### src/rtl/axi4_stream_pkg.sv
// Shared AXI4-Stream types and helpers used by the stream blocks.
package axi4_stream_pkg;

  // Default field widths for the shared word type.
  localparam int AXIS_TDATA_W    = 32;
  localparam int AXIS_TUSER_W    = 1;
  localparam int AXIS_TDEST_W    = 1;
  localparam int AXIS_TID_W      = 1;
  localparam int AXIS_MAX_KEEP_W = 64;

  // One stream beat at the default widths.
  typedef struct packed {
    logic [AXIS_TDATA_W-1:0]   tdata;
    logic [AXIS_TDATA_W/8-1:0] tkeep;
    logic [AXIS_TDATA_W/8-1:0] tstrb;
    logic                      tlast;
    logic [AXIS_TUSER_W-1:0]   tuser;
    logic [AXIS_TDEST_W-1:0]   tdest;
    logic [AXIS_TID_W-1:0]     tid;
  } axi4_stream_word_t;

  // Framer control states.
  typedef enum logic {
    ST_IDLE    = 1'b0,
    ST_PAYLOAD = 1'b1
  } framer_state_t;

  // Number of valid byte lanes in a tkeep vector (zero-extended to the max width).
  function automatic logic [6:0] popcount(input logic [AXIS_MAX_KEEP_W-1:0] keep);
    logic [6:0] cnt;
    cnt = 7'd0;
    for (int i = 0; i < AXIS_MAX_KEEP_W; i++) begin
      if (keep[i]) cnt = cnt + 7'd1;
    end
    return cnt;
  endfunction

endpackage

### src/rtl/axi4_stream_if.sv
// AXI4-Stream bundle with master/slave views.
interface axi4_stream_if #(
  parameter int TDATA_WIDTH = 32,
  parameter int TUSER_WIDTH = 1,
  parameter int TDEST_WIDTH = 1,
  parameter int TID_WIDTH   = 1
);
  localparam int TKEEP_WIDTH = TDATA_WIDTH / 8;

  logic                   tvalid;
  logic                   tready;
  logic [TDATA_WIDTH-1:0] tdata;
  logic [TKEEP_WIDTH-1:0] tkeep;
  logic [TKEEP_WIDTH-1:0] tstrb;
  logic                   tlast;
  logic [TUSER_WIDTH-1:0] tuser;
  logic [TDEST_WIDTH-1:0] tdest;
  logic [TID_WIDTH-1:0]   tid;

  modport master (
    output tvalid, tdata, tkeep, tstrb, tlast, tuser, tdest, tid,
    input  tready
  );

  modport slave (
    input  tvalid, tdata, tkeep, tstrb, tlast, tuser, tdest, tid,
    output tready
  );
endinterface

### src/rtl/axi4_stream_len_framer.sv
// Prepends a byte-length header word to each packet drained from the packet
// FIFO and flags packets whose payload byte count disagrees with that length.
module axi4_stream_len_framer
  import axi4_stream_pkg::*;
#(
  parameter int TDATA_WIDTH    = 32,
  parameter int TUSER_WIDTH    = 1,
  parameter int TDEST_WIDTH    = 1,
  parameter int TID_WIDTH      = 1,
  parameter int PKT_SIZE_WIDTH = 5
) (
  input  logic                    clk_i,
  input  logic                    rst_i,
  input  logic [PKT_SIZE_WIDTH:0] pkt_size_i,
  axi4_stream_if.slave            pkt_i,
  axi4_stream_if.master           pkt_o,
  output logic                    len_err_o,
  output logic [15:0]             pkts_sent_o
);

  localparam int KEEP_W = TDATA_WIDTH / 8;
  localparam int SIZE_W = PKT_SIZE_WIDTH + 1;
  localparam logic [SIZE_W-1:0] BEAT_BYTES = SIZE_W'(KEEP_W);

  typedef struct packed {
    logic [TDATA_WIDTH-1:0] tdata;
    logic [KEEP_W-1:0]      tkeep;
    logic [KEEP_W-1:0]      tstrb;
    logic                   tlast;
    logic [TUSER_WIDTH-1:0] tuser;
    logic [TDEST_WIDTH-1:0] tdest;
    logic [TID_WIDTH-1:0]   tid;
  } word_t;

  framer_state_t     state_q, state_d;
  word_t             out_word_q, out_word_d;
  logic              out_valid_q, out_valid_d;
  logic [SIZE_W-1:0] size_q, size_d;
  logic [SIZE_W-1:0] byte_cnt_q, byte_cnt_d;
  logic              len_err_q, len_err_d;
  logic [15:0]       pkts_sent_q, pkts_sent_d;

  word_t             in_word;
  word_t             hdr_word;
  logic [SIZE_W-1:0] last_bytes;
  logic [SIZE_W-1:0] total_bytes;
  logic              out_free;

  // The output register can take a new word when empty or draining this cycle.
  assign out_free     = !out_valid_q || pkt_o.tready;
  assign pkt_i.tready = (state_q == ST_PAYLOAD) && out_free;

  assign pkt_o.tvalid = out_valid_q;
  assign pkt_o.tdata  = out_word_q.tdata;
  assign pkt_o.tkeep  = out_word_q.tkeep;
  assign pkt_o.tstrb  = out_word_q.tstrb;
  assign pkt_o.tlast  = out_word_q.tlast;
  assign pkt_o.tuser  = out_word_q.tuser;
  assign pkt_o.tdest  = out_word_q.tdest;
  assign pkt_o.tid    = out_word_q.tid;
  assign len_err_o    = len_err_q;
  assign pkts_sent_o  = pkts_sent_q;

  // Build the pass-through word and the length header from the current input beat.
  always_comb begin
    in_word.tdata  = pkt_i.tdata;
    in_word.tkeep  = pkt_i.tkeep;
    in_word.tstrb  = pkt_i.tstrb;
    in_word.tlast  = pkt_i.tlast;
    in_word.tuser  = pkt_i.tuser;
    in_word.tdest  = pkt_i.tdest;
    in_word.tid    = pkt_i.tid;
    hdr_word.tdata = TDATA_WIDTH'(pkt_size_i);
    hdr_word.tkeep = '1;
    hdr_word.tstrb = '1;
    hdr_word.tlast = 1'b0;
    hdr_word.tuser = pkt_i.tuser;
    hdr_word.tdest = pkt_i.tdest;
    hdr_word.tid   = pkt_i.tid;
    last_bytes     = SIZE_W'(popcount(AXIS_MAX_KEEP_W'(pkt_i.tkeep)));
    total_bytes    = byte_cnt_q + last_bytes;
  end

  // Next-state logic: header insertion in IDLE, payload forwarding and length check in PAYLOAD.
  always_comb begin
    state_d     = state_q;
    out_word_d  = out_word_q;
    out_valid_d = out_valid_q && !pkt_o.tready;
    size_d      = size_q;
    byte_cnt_d  = byte_cnt_q;
    len_err_d   = 1'b0;
    pkts_sent_d = pkts_sent_q +
                  ((out_valid_q && pkt_o.tready && out_word_q.tlast) ? 16'd1 : 16'd0);
    case (state_q)
      ST_IDLE: begin
        if (pkt_i.tvalid && out_free) begin
          out_word_d  = hdr_word;
          out_valid_d = 1'b1;
          size_d      = pkt_size_i;
          byte_cnt_d  = '0;
          state_d     = ST_PAYLOAD;
        end
      end
      ST_PAYLOAD: begin
        if (pkt_i.tvalid && out_free) begin
          out_word_d  = in_word;
          out_valid_d = 1'b1;
          if (pkt_i.tlast) begin
            byte_cnt_d = total_bytes;
            len_err_d  = (total_bytes != size_q);
            state_d    = ST_IDLE;
          end else begin
            byte_cnt_d = byte_cnt_q + BEAT_BYTES;
          end
        end
      end
      default: state_d = ST_IDLE;
    endcase
  end

  // State and output registers; reset clears the output stage immediately.
  always_ff @(posedge clk_i or posedge rst_i) begin
    if (rst_i) begin
      state_q     <= ST_IDLE;
      out_word_q  <= '0;
      out_valid_q <= 1'b0;
      size_q      <= '0;
      byte_cnt_q  <= '0;
      len_err_q   <= 1'b0;
      pkts_sent_q <= '0;
    end else begin
      state_q     <= state_d;
      out_word_q  <= out_word_d;
      out_valid_q <= out_valid_d;
      size_q      <= size_d;
      byte_cnt_q  <= byte_cnt_d;
      len_err_q   <= len_err_d;
      pkts_sent_q <= pkts_sent_d;
    end
  end

endmodule
### src/flat_wrapper.sv
// flat-port wrapper written by rule: the top's interface ports become plain ports
module axi4_stream_len_framer_flat import axi4_stream_pkg::*;
#(
  parameter int TDATA_WIDTH    = 32,
  parameter int TUSER_WIDTH    = 1,
  parameter int TDEST_WIDTH    = 1,
  parameter int TID_WIDTH      = 1,
  parameter int PKT_SIZE_WIDTH = 5
)
  (clk_i, rst_i, pkt_size_i, len_err_o, pkts_sent_o, pkt_i_tvalid, pkt_i_tdata, pkt_i_tkeep, pkt_i_tstrb, pkt_i_tlast, pkt_i_tuser, pkt_i_tdest, pkt_i_tid, pkt_i_tready, pkt_o_tvalid, pkt_o_tdata, pkt_o_tkeep, pkt_o_tstrb, pkt_o_tlast, pkt_o_tuser, pkt_o_tdest, pkt_o_tid, pkt_o_tready);
  axi4_stream_if #(.TDATA_WIDTH(TDATA_WIDTH), .TUSER_WIDTH(TUSER_WIDTH), .TDEST_WIDTH(TDEST_WIDTH), .TID_WIDTH(TID_WIDTH)) pkt_i_i ();
  axi4_stream_if #(.TDATA_WIDTH(TDATA_WIDTH), .TUSER_WIDTH(TUSER_WIDTH), .TDEST_WIDTH(TDEST_WIDTH), .TID_WIDTH(TID_WIDTH)) pkt_o_i ();
  input  logic clk_i;
  input  logic rst_i;
  input  logic [PKT_SIZE_WIDTH:0] pkt_size_i;
  output logic len_err_o;
  output logic [15:0] pkts_sent_o;
  input wire logic [$bits(pkt_i_i.tvalid)-1:0] pkt_i_tvalid;
  input wire logic [$bits(pkt_i_i.tdata)-1:0] pkt_i_tdata;
  input wire logic [$bits(pkt_i_i.tkeep)-1:0] pkt_i_tkeep;
  input wire logic [$bits(pkt_i_i.tstrb)-1:0] pkt_i_tstrb;
  input wire logic [$bits(pkt_i_i.tlast)-1:0] pkt_i_tlast;
  input wire logic [$bits(pkt_i_i.tuser)-1:0] pkt_i_tuser;
  input wire logic [$bits(pkt_i_i.tdest)-1:0] pkt_i_tdest;
  input wire logic [$bits(pkt_i_i.tid)-1:0] pkt_i_tid;
  output wire logic [$bits(pkt_i_i.tready)-1:0] pkt_i_tready;
  output wire logic [$bits(pkt_o_i.tvalid)-1:0] pkt_o_tvalid;
  output wire logic [$bits(pkt_o_i.tdata)-1:0] pkt_o_tdata;
  output wire logic [$bits(pkt_o_i.tkeep)-1:0] pkt_o_tkeep;
  output wire logic [$bits(pkt_o_i.tstrb)-1:0] pkt_o_tstrb;
  output wire logic [$bits(pkt_o_i.tlast)-1:0] pkt_o_tlast;
  output wire logic [$bits(pkt_o_i.tuser)-1:0] pkt_o_tuser;
  output wire logic [$bits(pkt_o_i.tdest)-1:0] pkt_o_tdest;
  output wire logic [$bits(pkt_o_i.tid)-1:0] pkt_o_tid;
  input wire logic [$bits(pkt_o_i.tready)-1:0] pkt_o_tready;
  assign pkt_i_i.tvalid = pkt_i_tvalid;
  assign pkt_i_i.tdata = pkt_i_tdata;
  assign pkt_i_i.tkeep = pkt_i_tkeep;
  assign pkt_i_i.tstrb = pkt_i_tstrb;
  assign pkt_i_i.tlast = pkt_i_tlast;
  assign pkt_i_i.tuser = pkt_i_tuser;
  assign pkt_i_i.tdest = pkt_i_tdest;
  assign pkt_i_i.tid = pkt_i_tid;
  assign pkt_i_tready = pkt_i_i.tready;
  assign pkt_o_tvalid = pkt_o_i.tvalid;
  assign pkt_o_tdata = pkt_o_i.tdata;
  assign pkt_o_tkeep = pkt_o_i.tkeep;
  assign pkt_o_tstrb = pkt_o_i.tstrb;
  assign pkt_o_tlast = pkt_o_i.tlast;
  assign pkt_o_tuser = pkt_o_i.tuser;
  assign pkt_o_tdest = pkt_o_i.tdest;
  assign pkt_o_tid = pkt_o_i.tid;
  assign pkt_o_i.tready = pkt_o_tready;
  axi4_stream_len_framer #(.TDATA_WIDTH(TDATA_WIDTH), .TUSER_WIDTH(TUSER_WIDTH), .TDEST_WIDTH(TDEST_WIDTH), .TID_WIDTH(TID_WIDTH), .PKT_SIZE_WIDTH(PKT_SIZE_WIDTH)) u_core (.clk_i(clk_i), .rst_i(rst_i), .pkt_size_i(pkt_size_i), .pkt_i(pkt_i_i), .pkt_o(pkt_o_i), .len_err_o(len_err_o), .pkts_sent_o(pkts_sent_o));
endmodule
### config.mk
export PLATFORM = sky130hd
export DESIGN_NAME = axi4_stream_len_framer_flat
export DESIGN_NICKNAME = d
export VERILOG_FILES = /design/src/rtl/axi4_stream_pkg.sv /design/src/rtl/axi4_stream_if.sv /design/src/rtl/axi4_stream_len_framer.sv /design/src/flat_wrapper.sv
export SDC_FILE = /design/constraint.sdc
export NUM_CORES = 1
export LEC_CHECK = 0
export ABC_AREA = 1
export BUFFER_PORTS_ARGS = -buffer_cell sky130_fd_sc_hd__buf_2
export CORE_MARGIN = 2
export CORE_UTILIZATION = 30
export CTS_CLUSTER_DIAMETER = 30
export DETAILED_ROUTE_END_ITERATION = 6
export GPL_TIMING_DRIVEN = 1
export PLACE_DENSITY = 0.52
export SETUP_SLACK_MARGIN = 0.1
export SYNTH_ARGS = -nofsm -noshare
export SYNTH_HDL_FRONTEND = slang
export SYNTH_SLANG_ARGS = --single-unit
### constraint.sdc
create_clock -name clk_i -period 5 [get_ports clk_i]
set_input_delay 1 -clock clk_i [delete_from_list [all_inputs] [get_ports clk_i]]
set_output_delay 1 -clock clk_i [all_outputs]
set_load 0.005 [all_outputs]
After elaboration in Yosys (flattened, before gate mapping)
Cells that the tools add are included.
{"block": "op_classes", "addsub": 6, "n_eq_ne": 3, "muxes": 20, "bitwise": 1, "n_reduce_logical": 10}
{"op": "2-to-1 mux 44 bit", "count": 2}
{"op": "one-hot mux 44 bit (2 select lines)", "count": 1}
{"op": "2-to-1 mux 6 bit", "count": 6}
{"op": "adder 16 bit", "count": 1}
{"op": "adder 6 x 1 -> 6 bit, second input constant", "count": 2}
{"op": "one-hot mux 6 bit (2 select lines)", "count": 1}
{"op": "2-to-1 mux 1 bit", "count": 9}
{"op": "adder 6 x 3 -> 6 bit, second input constant", "count": 1}
{"op": "adder 6 bit", "count": 1}
{"op": "inequality test 6 bit", "count": 1}
{"op": "logical AND 1 bit", "count": 5}
{"op": "AND reduction 2 bit", "count": 2}
{"op": "adder 1 x 1 -> 2 bit, second input constant", "count": 1}
{"op": "logical NOT 1 bit", "count": 2}
{"op": "inequality test 2 x 1 -> 1 bit, second input constant", "count": 1}
{"op": "inequality test 2 bit, second input constant", "count": 1}
{"op": "one-hot mux 1 bit (2 select lines)", "count": 1}
{"op": "logical OR 1 bit", "count": 1}
{"op": "inverter 1 bit", "count": 1}
{"block": "word_totals", "register_bits": 75, "out_inout_bits": 63, "elab_cells": 53}

Logic depth before layout (Yosys ltp)
Gate-level depths: netlist of run 1.
{"block": "depth", "depth_word": 12, "ltp_mapped": 18, "depth_no_buf": 18}

Worst setup path before layout of run 1
No wires, ideal clock.
{"block": "synth_path", "path_kind": "input to register", "from": "input pkt_i_tkeep[0]", "to": "register u_core.len_err_q (netlist: u_core.len_err_o)", "setup_ns": 0.116, "arrival_time_ns": 3.123, "path_slack_ns": 1.761, "path_stages": 15, "cell_sequence": "inv_1 -> ha_1 -> xor2_1 -> ha_1 -> nand2_1 -> and2_1 -> fa_1 -> xor2_1 -> nand2_1 -> nor2_1 -> nand2_1 -> nor2_1 -> nand2_1 -> nor2_1 -> nor2_1"}
{"block": "synth_via", "elab_chain_len": 12}
{"item": "start: declaration", "line_no": "flat_wrapper.sv:20", "source": "input wire logic [$bits(pkt_i_i.tkeep)-1:0] pkt_i_tkeep;"}
{"item": "2-to-1 mux 1 bit *", "line_no": "axi4_stream_pkg.sv:33", "source": "if (keep[i]) cnt = cnt + 7'd1;"}
{"item": "adder 1 x 1 -> 2 bit", "line_no": "axi4_stream_pkg.sv:33"}
{"item": "2-to-1 mux 6 bit *", "line_no": "axi4_stream_pkg.sv:33"}
{"item": "adder 6 x 1 -> 6 bit", "line_no": "axi4_stream_pkg.sv:33"}
{"item": "2-to-1 mux 6 bit *", "line_no": "axi4_stream_pkg.sv:33"}
{"item": "adder 6 x 1 -> 6 bit", "line_no": "axi4_stream_pkg.sv:33"}
{"item": "2-to-1 mux 6 bit *", "line_no": "axi4_stream_pkg.sv:33"}
{"item": "adder 6 bit *", "line_no": "axi4_stream_len_framer.sv:81", "source": "total_bytes = byte_cnt_q + last_bytes;"}
{"item": "inequality test 6 bit *", "line_no": "axi4_stream_len_framer.sv:110", "source": "len_err_d = (total_bytes != size_q);"}
{"item": "2-to-1 mux 1 bit *", "line_no": "axi4_stream_len_framer.sv:108", "source": "if (pkt_i.tlast) begin"}
{"item": "2-to-1 mux 1 bit *", "line_no": "axi4_stream_len_framer.sv:105", "source": "if (pkt_i.tvalid && out_free) begin"}
{"item": "2-to-1 mux 1 bit *", "line_no": "axi4_stream_len_framer.sv:94", "source": "case (state_q)"}
{"item": "via u_core.len_err_d", "line_no": "axi4_stream_len_framer.sv:40", "source": "logic len_err_q, len_err_d;"}
{"item": "end signal: assignment", "line_no": "axi4_stream_len_framer.sv:137", "source": "len_err_q <= len_err_d;"}
{"item": "end: declaration", "line_no": "axi4_stream_len_framer.sv:40"}
The timed path passes the listed nets; every way through them passes the cells marked *.
A chain may end at the register's enable or synchronous reset.

Worst setup path after layout of run 1
Ends and elaborated chain as after synthesis.

==> impl_metrics.toml, run 1 <==
[run_status]
status = "completed"

[clocking]
clock_sinks = 75
clockBufferDepth = 2
h-tree-depth = 3
cts.repair.resized = 0
cts_setup_buffers = 0
cts_tree = "built"
postCtsHoldBufs = 0
clkTransAtPathRegs_ns = 0.06
clkLatencyLatePin_ns = 0.34
root_buffer = "clkbuf_16"
numCtsBuffers = 9

[finish]
fin_util_pct = 39.36
drive_gt1_share_pct = 31.82
area_growth_pct = 29.37
nFillCells = 1082
nets = 524
finalNonFillerCells = 605
diodes = 0
final_common_cell = "buf_2"
final_cell_mix = "116 x buf_2, 75 x dfrtp_1, 61 x nand2_1, 35 x nand3_1, 30 x inv_1"
stdcell_area_sq_um = 4437

[sta]
final_hold_viol_count = 0
fin_ws_ns = 1.736
setup_viol_count_final = 0
maxSlewHeadroom_pct = 44.63
finClkSkew_ns = 0.005330
worstMarginPinSlew_ns = 0.8293
slew_violations = 0
final.period_utilization_pct = 65.28
rsz0062_at_grt = "no"
finalCriticalPeriod_ns = 3.264
max_freq_ghz = 0.3064
setup_tns_ns = 0

[grt]
grt_remaining_overflow = 0
antenna_found_initial = 0
use_met1_pct = 17.15
use_met2_pct = 22.86
busiest_layer = "met2"
grt_max_degree = 43
grt_use_met3_pct = 5.577
grt_pass1_wl_mm = 13.77
grt_pass1_vias = 2831
track_usage_pct = 14.00

[yosys]
synth_edf_count = 0
ys_types = 32
ys_seq_area_share_pct = 54.72
syn-cell-area_sq_um = 3430
synth_top_area_share_pct = 54.72
syn_area_per_cell_sq_um = 10.15
syn_inst = 338
synth_area_leaders = "dfrtp_1 55%, nand2_1 6.7%, a22o_1 6.6%, nand3_1 5.1%, ha_1 4.4%"
ys_ff_latch = 75
ys_warn_count = 0
ys.flop_type = "dfrtp_1"
yosysTopAreaCell = "dfrtp_1"
async_flop_share_pct = 100.0
synth_nets = 405

[critical_path]
crit_type = "primary input to register"
worstPathArrival_ns = 3.49
end_kind = "register"
critPathMaxFanout = 3
start_kind = "primary input"
required_ns = 5.22

[placement]
io_buffers = 116
dpl.hpwl_mm = 5.661
placed_cells = 589
pre_cts_ws_ns = 1.464
dpl_cell_area_sq_um = 4140
gp_congestion = 0.8678

[floorplanning]
die_h_um = 110.9
die_area_sq_um = 12300
design.core.area_sq_um = 11270
rows = 39
io-pin-count = 117
initial_core_util_pct = 30.43
die_w_um = 110.9

[run]
cap_violations = 0

[routing]
avgViaCountPerCell = 4.600
wl_per_cell_um = 13.35
firstDrtPassIters = 4
vias = 2783
ant_nets = 0
wirelength_mm = 8.077
drtIter0Drc = 163
drc_errors = 0

[power_and_ir_drop]
ir_drop_mv = 0.3117
p_leak_nw = 2.379
p_per_area_nw_per_um2 = 432.1

[worst_hold_path]
min_path_type = "register to register"
[area by class of cell]
type                       count  area [sq um]  share of cell area (%)
timing repair buffer         117         588.1                   13.25
multi-input combinational    220          1366                   30.80
sequential                    75          1877                   42.30
clock inverter                 4         50.05                   1.128
tap                          143         178.9                   4.033
clock buffer                  12         246.5                   5.556
inverter                      34         130.1                   2.933
[kinds of logic (layout without fill, tap and decap cells)]
| kind of cell | count (synthesis) | in the layout | synth area share (%) |
|---|---|---|---|
| AND/OR/NAND/NOR | 128 | 128 | 17.55 |
| adder cells (fa/ha/maj) | 13 | 13 | 4.962 |
| buffers and inverters | 43 | 167 | 5.435 |
| flip-flops | 75 | 75 | 54.72 |
| other | 1 | 1 | 0.1093 |
| XOR/XNOR | 18 | 18 | 4.597 |
| AO/OA/AOI/OAI | 60 | 60 | 12.62 |
[synth_stat cells, types with 4 or more instances]
| master | count |
|---|---|
| a22o_1 | 26 |
| o22a_1 | 4 |
| o21ai_0 | 14 |
| xor2_1 | 9 |
| ha_1 | 12 |
| nor2_1 | 18 |
| o21ai_1 | 4 |
| a21oi_1 | 9 |
| xnor2_1 | 9 |
| dfrtp_1 | 75 |
| nand2_1 | 61 |
| inv_1 | 31 |
| clkbuf_1 | 4 |
| nand3_1 | 35 |
[routing by layer]
layer,part of all wire (%),vias to the layer above
met4,1.1,0
met5,0,-
met1,45,1316
li1,-,1371
met2,48,89
met3,5.5,7
[state kept, by name, indices dropped and copies added, names as in the netlist]
name,count
u_core.pkt_o.tstrb,4
u_core.pkt_o.tkeep,4
u_core.pkt_o.tdest,1
u_core.pkts_sent_o,16
u_core.pkt_o.tuser,1
u_core.pkt_o.tlast,1
u_core.pkt_o.tdata,32
u_core.pkt_o.tvalid,1
u_core.size_q,6
u_core.len_err_o,1
u_core.pkt_o.tid,1
u_core.byte_cnt_q,6
u_core.state_q,1
[critical path, cell delays in order]
cell and delay, ns:
buf_2 0.11, inv_1 0.07, ha_1 0.33, xor2_1 0.19, ha_1 0.29, nand2_1 0.04
and2_1 0.18, fa_1 0.56, xor2_1 0.15, nand2_1 0.07, nor2_1 0.15, nand2_1 0.07
nor2_1 0.09, nand2_1 0.06, nor2_1 0.08, nor2_1 0.04
[report_power, final]
| part | switching, mW | total, mW | internal, mW | leakage [nW] |
|---|---|---|---|---|
| combinational | 0.258 | 0.470 | 0.212 | 1.30 |
| clock | 0.248 | 0.647 | 0.399 | 0.139 |
| sequential | 0.0801 | 0.800 | 0.720 | 0.941 |
| total | 0.586 | 1.92 | 1.33 | 2.38 |
[stage by stage]
step	total power [mW]	hold slack [ns]
4_1_cts	1.948	0.4729
3_3_place_gp	1.272	0.4537
2_1_floorplan	1.106	0.4647
3_5_place_dp	1.282	0.4576
6_report	1.917	0.4680
5_1_grt	2.054	0.4937
[path summary, 6_finish.rpt]
| check | start | end | slack, ns | cells after the start |
|---|---|---|---|---|
| worst max-delay path | pkt_i_tkeep[0] | u_core.len_err_o$_DFF_PP0_ | 1.74 | 16 |
| worst min-delay path | u_core.pkt_o.tdest$_DFFE_PP0P_ | u_core.pkt_o.tdest$_DFFE_PP0P_ | 0.47 | 2 |
| worst max register to register | u_core.byte_cnt_q[0]$_DFFE_PP0P_ | u_core.len_err_o$_DFF_PP0_ | 3.00 | 11 |
| worst min register to register | u_core.pkt_o.tdest$_DFFE_PP0P_ | u_core.pkt_o.tdest$_DFFE_PP0P_ | 0.47 | 2 |
| max in group asynchronous | rst_i | u_core.size_q[4]$_DFFE_PP0P_ | 3.34 | 3 |
| min in group asynchronous | rst_i | u_core.pkt_o.tdata[26]$_DFFE_PP0P_ | 0.75 | 2 |
Note: power is estimated with default switching activity, not from simulation.
==> run 2: changes to the inputs <==
Settings changed: PLACE_DENSITY 0.52 to 0.54.
Clock period 5 ns to 2.9 ns, I/O delays scaled along.
==> impl_metrics.toml, run 2 (synthesis results as in run 1) <==
[run_status]
status = "completed"

[worst_hold_path]
min_path_type = "primary input to asynchronous set/reset pin"

[routing]
ant_nets = 0
wl_met1_mm = 3.839
vias = 2801
wirelength_mm = 8.013
wl_per_cell_um = 13.01
drtIter0Drc = 90
top_layer = "met4"
dr_wl_met2_mm = 3.565
avgViaCountPerCell = 4.547
drc_errors = 0
wl_met3_um = 476
firstDrtPassIters = 4

[placement]
gp_congestion = 0.8311
placed_cells = 600
io_buffers = 116
dpl.hpwl_mm = 5.723
dpl_cell_area_sq_um = 4235

[critical_path]
worstPathArrival_ns = 2.83
required_ns = 3.12
start_kind = "primary input"
crit_type = "primary input to register"
cp_cell_sequence = "buf_2 > inv_2 > ha_4 > xor2_2 > ha_1 > nand2_1 > and2_4 > fa_1 > xor2_1 > nand2_1 > nor2_1 > nand2_1 > nor2_1 > nand2_1 > nor2_1 > nor2_1"
max_stage_delay_ns = 0.54
critPathMaxFanout = 2
slowest_stage = "fa_1"
end_kind = "register"

[finish]
diodes = 0
finalNonFillerCells = 616
drive_gt1_share_pct = 34.25
stdcell_area_sq_um = 4532
area_growth_pct = 32.14
final_common_cell = "buf_2"
nets = 535
largest_reg_flops = 32
final_cell_mix = "116 x buf_2, 75 x dfrtp_1, 61 x nand2_1, 35 x nand3_1, 28 x inv_1"

[sta]
finClkSkew_ns = 0.004842
max_freq_ghz = 0.3833
setup_viol_count_final = 0
finalCriticalPeriod_ns = 2.609
final.period_utilization_pct = 89.97
maxSlewHeadroom_pct = 49.83
worstMarginPinSlew_ns = 0.7517
rsz0062_at_grt = "no"
setup_tns_ns = 0
final_hold_viol_count = 0
slew_violations = 0

[power_and_ir_drop]
ir_drop_mv = 0.2678
p_per_area_nw_per_um2 = 726.6
p_leak_nw = 2.437

[clocking]
numCtsBuffers = 9
clock_sinks = 75
clkTransAtPathRegs_ns = 0.06
clkLatencyLatePin_ns = 0.33
clockBufferDepth = 2
postCtsHoldBufs = 0
cts_tree = "built"
root_buffer = "clkbuf_16"
cts_setup_buffers = 0
h-tree-depth = 3

[floorplanning]
die_h_um = 110.9
die_w_um = 110.9
rows = 39
initial_core_util_pct = 30.43
io-pin-count = 117
design.core.area_sq_um = 11270
die_area_sq_um = 12300

[grt]
grt_remaining_overflow = 0
grt_pass1_vias = 2760
grt_max_degree = 42
grt_pass1_wl_mm = 13.73
antenna_found_initial = 0
track_usage_pct = 13.92

[run]
cap_violations = 0
## run 2: cell count changes in the layout (fill, tap and decap cells not counted), moves of 2 or more
| cell | delta |
|---|---|
| inv_2 | +2 |
| clkinvlp_4 | -2 |
| buf_4 | +10 |
| inv_1 | -2 |
## run 2: worst max-delay path, delay by kind of cell
family | cells | cell delay [ns]
adders and majority gates | 3 | 1.03
xor gates and xnor gates | 2 | 0.34
and+or+nand+nor | 9 | 0.70
buffers and inverters | 2 | 0.18
## run 2: cell type report
class / count / area (sq um)
clock buffers: 14 / 264.0
clock inverters: 2 / 10.01
fillers: 1129 / 6740
inverters: 34 / 130.1
multi-input cells: 220 / 1389
flip-flops and latches: 75 / 1877
well taps: 143 / 178.9
repair buffers: 128 / 683.2
## run 2: what timing repair did
action                     CTS  global route
setup endpoints to repair    0             2
resized for setup            0             5
hold endpoints to repair     0             0
## run 2: report_power, final
| group | switching, mW | internal [mW] | total (mW) |
|---|---|---|---|
| registers | 0.132 | 1.24 | 1.37 |
| logic | 0.456 | 0.416 | 0.872 |
| clock network | 0.423 | 0.624 | 1.05 |
| total | 1.01 | 2.28 | 3.29 |
## run 2: through the flow
stage / hold slack (ns) / power [mW] / util [%] / setup slack, ns
after global placement: 0.4545 / 2.253 / 37.57 / -0.09249
after global routing: 0.4148 / 3.542 / 40.20 / 0.1007
after detailed placement: 0.4617 / 2.271 / 37.57 / -0.1164
after CTS: 0.3827 / 3.346 / 40.00 / 0.2334
after floorplan: 0.4647 / 1.908 / - / 0.1133
final: 0.3453 / 3.293 / 40.20 / 0.2908
## run 2: final timing paths
| check | from | end | slack [ns] | cells after the start |
|---|---|---|---|---|
| worst max-delay path | pkt_i_tkeep[0] | u_core.len_err_o$_DFF_PP0_ | 0.29 | 16 |
| worst min-delay path | rst_i | u_core.pkts_sent_o[12]$_DFF_PP0_ | 0.35 | 2 |
| worst max register to register | u_core.pkt_o.tvalid$_DFF_PP0_ | u_core.pkt_o.tdata[16]$_DFFE_PP0P_ | 0.96 | 6 |
| worst min register to register | u_core.pkts_sent_o[15]$_DFF_PP0_ | u_core.pkts_sent_o[15]$_DFF_PP0_ | 0.47 | 1 |
| max in group asynchronous | rst_i | u_core.pkt_o.tdest$_DFFE_PP0P_ | 1.95 | 3 |
| min in group clk_i | pkt_i_tuser | u_core.pkt_o.tuser$_DFFE_PP0P_ | 0.44 | 3 |
## run 2: layer usage
layer | track usage, % | vias to the layer above
met5 | 0 | -
met1 | 18.99 | 1307
li1 | - | 1396
met4 | 6.167 | 0
met3 | 3.663 | 11
met2 | 20.86 | 87
==> run 3: changes to the inputs <==
Settings changed: CELL_PAD_IN_SITES_DETAIL_PLACEMENT set to 0, CELL_PAD_IN_SITES_GLOBAL_PLACEMENT set to 2, CORE_UTILIZATION 30 to 27, PLACE_DENSITY 0.54 to 0.76.
==> impl_metrics.toml, run 3 (synthesis results as in run 1) <==
[run_status]
status = "completed"

[clocking]
postCtsHoldBufs = 0
numCtsBuffers = 9
clock_sinks = 75
clockBufferDepth = 2
cts_tree = "built"
root_buffer = "clkbuf_16"
clkTransAtPathRegs_ns = 0.06
clkLatencyLatePin_ns = 0.33
cts_setup_buffers = 0
h-tree-depth = 3

[finish]
largest_reg_flops = 32
fin_util_pct = 36.97
final_cell_mix = "114 x buf_2, 75 x dfrtp_1, 60 x nand2_1, 35 x nand3_1, 28 x inv_1"
drive_gt1_share_pct = 35.24
nets = 533
finalNonFillerCells = 643
stdcell_area_sq_um = 4627
final_common_cell = "buf_2"
diodes = 0
area_growth_pct = 34.91

[power_and_ir_drop]
p_leak_nw = 2.452
ir_drop_mv = 0.2821
p_per_area_nw_per_um2 = 736.7

[critical_path]
worstRegToRegCells = 11
end_kind = "register"
start_kind = "primary input"
crit_type = "primary input to register"
required_ns = 3.12
cp_cell_sequence = "buf_6 > inv_2 > ha_4 > xor2_2 > ha_1 > nand2_1 > and2_4 > fa_1 > xor2_1 > nand2_1 > nor2_1 > nand2_1 > nor2_1 > nand2_1 > nor2_1 > nor2_1"
slowest_stage = "fa_1"
crit_start = "pkt_i_tkeep[0]"
max_stage_delay_ns = 0.54
rr_startpoint = "u_core.byte_cnt_q[0]$_DFFE_PP0P_"
critPathMaxFanout = 2
reg2reg_slack_ns = 1.01
worstPathArrival_ns = 2.77
r2r_end = "u_core.len_err_o$_DFF_PP0_"

[sta]
final.period_utilization_pct = 88.04
final_hold_viol_count = 0
max_freq_ghz = 0.3917
setup_viol_count_final = 0
finClkSkew_ns = 0.004210
slew_violations = 0
maxSlewHeadroom_pct = 46.75
worstMarginPinSlew_ns = 0.7975
holdWs_ns = 0.3157
rsz0062_at_grt = "no"
finalCriticalPeriod_ns = 2.553

[placement]
placed_cells = 627
gp_congestion = 0.7558
io_buffers = 116
dpl_cell_area_sq_um = 4257
dpl.hpwl_mm = 6.277

[floorplanning]
die_w_um = 116.7
io-pin-count = 117
design.core.area_sq_um = 12520
initial_core_util_pct = 27.40
rows = 41
die_h_um = 116.7
die_area_sq_um = 13620

[grt]
busiest_layer = "met2"
use_met1_pct = 17.08
track_usage_pct = 13.01
grt_pass1_vias = 2742
grt_remaining_overflow = 0
grt_use_met3_pct = 3.581
grt_pass1_wl_mm = 13.77
use_met2_pct = 20.96
antenna_found_initial = 0
grt_max_degree = 41

[routing]
ant_nets = 0
avgViaCountPerCell = 4.407
wl_per_cell_um = 13.62
drc_errors = 0
drtIter0Drc = 132
wirelength_mm = 8.755
firstDrtPassIters = 5
vias = 2834

[worst_hold_path]
min_path_type = "primary input to asynchronous set/reset pin"

[run]
cap_violations = 0
## run 3: power breakdown
part	leakage, nW	switching [mW]	internal (mW)	total, mW
logic	1.36	0.461	0.413	0.874
registers	0.941	0.142	1.24	1.38
clock network	0.155	0.419	0.733	1.15
total	2.45	1.02	2.39	3.41
## run 3: critical path, delay by kind of cell
kind	cells	cell delay, ns
xor+xnor	2	0.30
fa+ha+maj	3	1.02
simple gates	9	0.70
buf+inv	2	0.16
## run 3: worst max-delay path by stage
stage	to	slack, ns	cells past startpoint
floorplan	u_core.len_err_o$_DFF_PP0_	0.11	15
global placement	u_core.len_err_o$_DFF_PP0_	-0.1	16
detailed placement	u_core.len_err_o$_DFF_PP0_	-0.11	16
CTS	u_core.len_err_o$_DFF_PP0_	0.24	16
global route	u_core.len_err_o$_DFF_PP0_	0.09	16
finish	u_core.len_err_o$_DFF_PP0_	0.35	16
## run 3: routing by layer
layer	wire (um)	part of all wire, %	up-vias
met3	545	6.2	8
met4	96	1.1	0
met1	4055	46	1362
li1	-	-	1387
met5	0	0	-
met2	4058	46	77
## run 3: cell type report
class | instances | area [sq um]
fillers | 1314 | 7890
flip-flops and latches | 75 | 1877
multi-input cells | 220 | 1408
repair buffers | 126 | 680.7
clock buffers | 12 | 266.5
well taps | 172 | 215.2
inverters | 34 | 132.6
clock inverters | 4 | 47.55
## run 3: stage by stage
| step | setup TNS (ns) | setup slack (ns) | power, mW |
|---|---|---|---|
| final | 0 | 0.3469 | 3.408 |
| after global placement | -0.09903 | -0.09903 | 2.262 |
| after floorplan | 0 | 0.1133 | 1.908 |
| after detailed placement | -0.1633 | -0.1115 | 2.273 |
| after CTS | 0 | 0.2357 | 3.442 |
| after global routing | 0 | 0.08900 | 3.656 |
## run 3: timing repair
action,in CTS,in global routing
gates resized for setup,0,13
hold endpoints to repair,0,0
setup endpoints to repair,0,2
